## config.mk

```make
export PLATFORM = sky130hd
export DESIGN_NAME = bcd_down_counter
export DESIGN_NICKNAME = d
export VERILOG_FILES = /design/src/rtl/bcd_down_counter.sv
export SDC_FILE = /design/constraint.sdc
export NUM_CORES = 1
export LEC_CHECK = 0
export BUFFER_PORTS_ARGS = -buffer_cell sky130_fd_sc_hd__buf_2
export CAP_MARGIN = 20
export CORE_UTILIZATION = 43
export CTS_CLUSTER_DIAMETER = 100
export DETAILED_ROUTE_END_ITERATION = 10
export PLACE_DENSITY = 0.73
export SLEW_MARGIN = 25
export SYNTH_ARGS = -nofsm -noshare
export SYNTH_HDL_FRONTEND = slang
export SYNTH_SLANG_ARGS = --single-unit
```

## constraint.sdc

```tcl
create_clock -name clk -period 1.5 [get_ports clk]
set_input_delay 0.15 -clock clk [delete_from_list [all_inputs] [get_ports clk]]
set_output_delay 0.15 -clock clk [all_outputs]
set_load 0.01 [all_outputs]
```

## src/rtl/bcd_down_counter.sv

```systemverilog
// bcd_down_counter: multi-digit BCD decade down counter with synchronous load,
// zero flag, wrap borrow pulse and reach-zero done pulse.
// Optional build macro BCD_DOWN_COUNTER_SATURATE_EN: when defined the count
// sticks at all-zero instead of wrapping to all-nines, and borrow never asserts.
module bcd_down_counter #(
  parameter int DIGITS = 2
) (
  input  logic                  clk,
  input  logic                  rst,
  input  logic                  en,
  input  logic                  load,
  input  logic [4*DIGITS-1:0]   load_val,
  output logic [4*DIGITS-1:0]   count,
  output logic                  zero,
  output logic                  borrow,
  output logic                  done
);

  localparam int W = 4 * DIGITS;

  // Count value of exactly one; a decrement from here produces done.
  localparam logic [W-1:0] COUNT_ONE = {{(W-4){1'b0}}, 4'd1};

  // Clamp a single digit into the BCD range so a bad preset cannot
  // push the counter out of decimal.
  function automatic logic [3:0] clamp_digit(input logic [3:0] d);
    logic [3:0] r;
    r = (d > 4'd9) ? 4'd9 : d;
    return r;
  endfunction

  // Apply the per-digit clamp across the whole preset word.
  function automatic logic [W-1:0] clamp_bcd(input logic [W-1:0] v);
    logic [W-1:0] r;
    r = '0;
    for (int i = 0; i < DIGITS; i++) begin
      r[4*i +: 4] = clamp_digit(v[4*i +: 4]);
    end
    return r;
  endfunction

  // Ripple-borrow BCD decrement: digit 0 always steps; a higher digit
  // steps only while every lower digit was 0 before the edge. A stepping
  // zero digit reloads to 9 and passes the borrow upward.
  function automatic logic [W-1:0] bcd_decrement(input logic [W-1:0] v);
    logic [W-1:0] r;
    logic         step;
    r    = v;
    step = 1'b1;
    for (int i = 0; i < DIGITS; i++) begin
      if (step) begin
        if (v[4*i +: 4] == 4'd0) begin
          r[4*i +: 4] = 4'd9;
        end else begin
          r[4*i +: 4] = v[4*i +: 4] - 4'd1;
          step        = 1'b0;
        end
      end
    end
    return r;
  endfunction

  // All-nines value used for the wrap.
  function automatic logic [W-1:0] all_nines();
    logic [W-1:0] r;
    r = '0;
    for (int i = 0; i < DIGITS; i++) begin
      r[4*i +: 4] = 4'd9;
    end
    return r;
  endfunction

  logic [W-1:0] count_q, count_d;
  logic         borrow_q, borrow_d;
  logic         done_q, done_d;
  logic         count_is_zero;

  assign count_is_zero = (count_q == '0);

  // Next-state: load beats enable; enable decrements, wraps or saturates.
  always_comb begin
    count_d  = count_q;
    borrow_d = 1'b0;
    done_d   = 1'b0;
    if (load) begin
      count_d = clamp_bcd(load_val);
    end else if (en) begin
      if (count_is_zero) begin
`ifdef BCD_DOWN_COUNTER_SATURATE_EN
        count_d  = count_q;
`else
        count_d  = all_nines();
        borrow_d = 1'b1;
`endif
      end else begin
        count_d = bcd_decrement(count_q);
        done_d  = (count_q == COUNT_ONE);
      end
    end
  end

  // State registers; reset clears everything at once, independent of clk.
  always_ff @(posedge clk or posedge rst) begin
    if (rst) begin
      count_q  <= '0;
      borrow_q <= 1'b0;
      done_q   <= 1'b0;
    end else begin
      count_q  <= count_d;
      borrow_q <= borrow_d;
      done_q   <= done_d;
    end
  end

  assign count  = count_q;
  assign zero   = count_is_zero;
  assign borrow = borrow_q;
  assign done   = done_q;

endmodule

```

==> After elaboration in Yosys (flattened, before gate mapping) <==
Cells that the tools add are included.
{ "op_classes": {"n_addsub": 2, "order_cmp": 2, "n_eq_ne": 1, "muxes": 18, "reduce_logical": 6} }
{ "op_table": {"columns": ["cell", "n"], "rows": [
  ["$mux W8", 3],
  ["$mux W4", 5],
  ["$mux W1", 10],
  ["$eq A8 B1 Y1 const B", 1],
  ["$gt A4 B4 Y1 const B", 2],
  ["$logic_not A4 Y1", 2],
  ["$logic_not A8 Y1", 1],
  ["$sub A4 B1 Y4 const B", 2],
  ["$reduce_bool A3 Y1", 1],
  ["$reduce_and A2 Y1", 1],
  ["$reduce_bool A2 Y1", 1]
]} }
{ "word_totals": {"register_bits": 10, "wordCells": 33} }

==> Logic depth before layout (Yosys ltp) <==
{ "logic_depth": {"ltp_word": 9, "depth_mapped": 5} }

==> Least setup slack after synthesis <==
No wires, ideal clock.
{ "synth_path": {"path_type": "reg2reg", "start": "reg count_q[0], in the netlist count[0]", "end": "reg count_q[4], in the netlist count[4]", "setup_ns": 0.125, "arrival_time_ns": 1.447, "required_time_ns": 1.375, "slack_ns": -0.072, "stages_incl_launch_ff": 6, "synth_period_minus_slack_ns": 1.572, "path_cell_list": "dfrtp_1 -> inv_1 -> ha_1 -> nor2b_2 -> a21o_1 -> mux2_2"} }
{ "synth_via": {"elab_chain_len": 7} }
{ "synth_lines": {"columns": ["item", "line", "source"], "rows": [
  ["from (decl)", "73", "logic [W-1:0] count_q, count_d;"],
  ["from (signal assigned)", "109", "count_q <= count_d;"],
  ["$logic_not A4 Y1", "52", "if (v[4*i +: 4] == 4'd0) begin"],
  ["$mux W1", "52", null],
  ["$mux W1", "88", "if (count_is_zero) begin"],
  ["$mux W1", "87", "end else if (en) begin"],
  ["$mux W1", "85", "if (load) begin"],
  ["$reduce_bool A3 Y1 (no line)", null, null],
  ["$reduce_and A2 Y1 (no line)", null, null]
]} }
Parallel ways exist; a longest one is shown, timed or not. The select of a mux whose other input is x is not followed.
A chain may end at the register's enable or synchronous reset.

==> Worst setup path in the final report <==
{ "layout_path": {"start": "reg count_q[1], in the netlist count[1]", "end": "reg count_q[6], in the netlist count[6]"} }
Same word-level chain as after synthesis.

==> results_dict.tcl <==
set metrics [dict create \
    drt_iter0_drc 24 \
    clkSlewWorstSetupHoldPaths_ns 0.07 \
    synth_cell_types 34 \
    yosys-top-cells-count "10 x dfrtp_1, 7 x inv_1, 7 x nor2_1, 4 x ha_1, 4 x nand2_1" \
    yosysTopAreaCell "dfrtp_1" \
    yosysMostFrequentCell "dfrtp_1" \
    critPathCaptureType "register" \
    yosys_warnings 0 \
    rsz0062_at_grt "true" \
    ys_seq_area_frac 0.3781 \
    cts_tree "yes" \
    yosysTopAreaCellShare 0.3781 \
    syn_avg_cell_area_um2 9.456 \
    wl_per_cell_um 13.86 \
    grt_first_pass_wirelength_um 2421 \
    io_buffer_count 22 \
    post-route-period-util 1.002 \
    gp_congestion 0.8666 \
    report.final.slew_viol_count 0 \
    dpl.hpwl_um 1137 \
    start_util 0.4844 \
    num_vias 655 \
    skew_ns 0.01004 \
    drc 0 \
    max_freq_mhz 665.5 \
    worstMarginPinSlew_ns 0.4029 \
    cp-start-kind "register" \
    dr.pass1.iters 4 \
    violations "setup timing" \
    hold_viol_final 0 \
    insertion_delay_ns 0.26 \
    grtUsageTotal 0.2248 \
    die_h_um 41.24 \
    synth_area_leaders "dfrtp_1 38%, ha_1 7.6%, inv_1 4.0%, nor2_1 4.0%, a22o_1 2.6%" \
    die_area_um2 1700 \
    layout-drive-gt1-share 0.4423 \
    multi_input_comb_area_um2 415.4 \
    nets 121 \
    rows 13 \
    antenna_cells 0 \
    min_period_ns 1.503 \
    cp_max_fo 5 \
    grt_max_degree 16 \
    peakVddDrop_mv 0.7150 \
    setup_viol 1 \
    clk_path_buf_depth 2 \
    placed_area_um2 832.0 \
    fin_ws_ns -0.002551 \
    synthFlopType "dfrtp_1" \
    final_util 0.6822 \
    regArea_um2 251.5 \
    ys_ff_latch 10 \
    fin_area_um2 932.1 \
    maxCapViolCount 0 \
    core_um2 1366 \
    synth_nets 86 \
    vias_per_cell 5.504 \
    synth_cells 70 \
    arrival_ns 1.64 \
    status "finished with violations" \
    cp.required_ns 1.64 \
    slew_headroom 0.7311 \
    syn-cell-area_um2 661.9 \
    antenna_found_initial 0 \
    tritoncts_num_sinks 10 \
    cts_buffers 3 \
    async_flop_share 1.000 \
    cellLeakagePower_nw 0.4732 \
    gr-total-overflow 0 \
    p_total_mw 0.9297 \
    worst-setup-path-type "reg -> reg" \
    cts.htree.levels 1 \
    area_delta_synth_final_pct 40.83 \
    ctsRootBufferMaster "clkbuf_4" \
    antenna_left 0 \
    drt-total-wl_um 1649 \
    num_io_pins 23 \
    pwr_density_cell_nw_per_um2 997.4 \
    grt_pass1_vias 540 \
    num-fill-cells 110 \
    synth_edf_count 0 \
    die_x_um 41.24 \
    hp-class "in -> reg" \
]
flip-flops by register name, indices dropped and copies added (netlist names):
signal / cells
borrow: 1
count: 8
done: 1
metrics by stage:
step                      worst slack, ns  cells    TNS, ns  hold WS, ns
after floorplan                  0.001947     70          0    -0.009889
after global placement            0.07713    111          0       0.1458
after detailed placement          0.04769    111          0       0.1508
after CTS                       -0.005462    119  -0.007216       0.1250
after global routing             -0.06963    119    -0.1812       0.1340
final                           -0.002551    119  -0.002551       0.1331
cell families (layout without fill, tap and decap cells):
family	count (synthesis)	in the layout	synth area share
adder cells (fa/ha/maj)	4	4	0.07562
buffers and inverters	8	42	0.04726
AND/OR/NAND/NOR	27	27	0.2628
multiplexers	2	2	0.03214
flip-flops	10	10	0.3781
AO/OA/AOI/OAI	19	19	0.2042
layer usage:
| layer | GRT usage | vias up | wire [um] |
|---|---|---|---|
| met5 | 0 | - | 0 |
| met4 | 0.07258 | 0 | 15 |
| met3 | 0.08152 | 2 | 68 |
| met2 | 0.3320 | 21 | 757 |
| met1 | 0.3007 | 305 | 808 |
| li1 | - | 327 | - |
power by group:
part / switching (mW) / internal, mW
sequential: 0.0419 / 0.309
combinational: 0.186 / 0.200
clock: 0.0894 / 0.103
total: 0.317 / 0.612
path summary, 6_finish.rpt:
check,cells past startpoint,startpoint,endpoint,slack (ns)
max in group asynchronous,3,rst,count[0]$_DFFE_PP0P_,0.79
min in group asynchronous,3,rst,count[1]$_DFFE_PP0P_,0.40
min reg2reg,2,count[5]$_DFFE_PP0P_,count[5]$_DFFE_PP0P_,0.56
min,3,load_val[0],count[0]$_DFFE_PP0P_,0.13
max,7,count[1]$_DFFE_PP0P_,count[6]$_DFFE_PP0P_,-0.003
max reg2reg,7,count[1]$_DFFE_PP0P_,count[6]$_DFFE_PP0P_,-0.003
timing repair:
action	in CTS	in global routing
hold buffers	1	0
setup buffers	3	0
setup endpoints to repair	1	8
pin swaps	3	2
endpoints found under the hold margin	10	0
resized for setup	5	4
layout by cell type, fill, tap and decap left out, types with 2 or more instances in the layout:
cell type | Yosys | routed
o31ai_1 | 2 | 2
buf_6 | 0 | 3
o21ai_0 | 3 | 3
a31oi_1 | 2 | 2
and4_1 | 2 | 2
buf_4 | 0 | 6
nand2_1 | 4 | 4
a22o_1 | 2 | 2
nor2_1 | 7 | 7
inv_1 | 7 | 4
dfrtp_1 | 10 | 9
clkbuf_4 | 0 | 3
nor2b_1 | 2 | 2
ha_1 | 4 | 2
buf_2 | 1 | 21
a21oi_1 | 2 | 2
nor2b_4 | 1 | 2
inv_2 | 0 | 3
worst max-delay path, cell delays in order (launching register included):
cell	delay, ns
dfrtp_1	0.37
inv_2	0.06
ha_4	0.15
nor2b_4	0.12
buf_6	0.13
a21o_1	0.20
buf_6	0.13
a22o_1	0.21
area by class of cell:
type                            count  area share
Inverter                            7     0.02819
Timing Repair Buffer               31      0.2081
Tap cell                           15     0.02013
Sequential cell                    10      0.2698
Clock buffer                        4     0.02819
Multi-Input combinational cell     52      0.4456
Power figures use the tool's default switching activity.
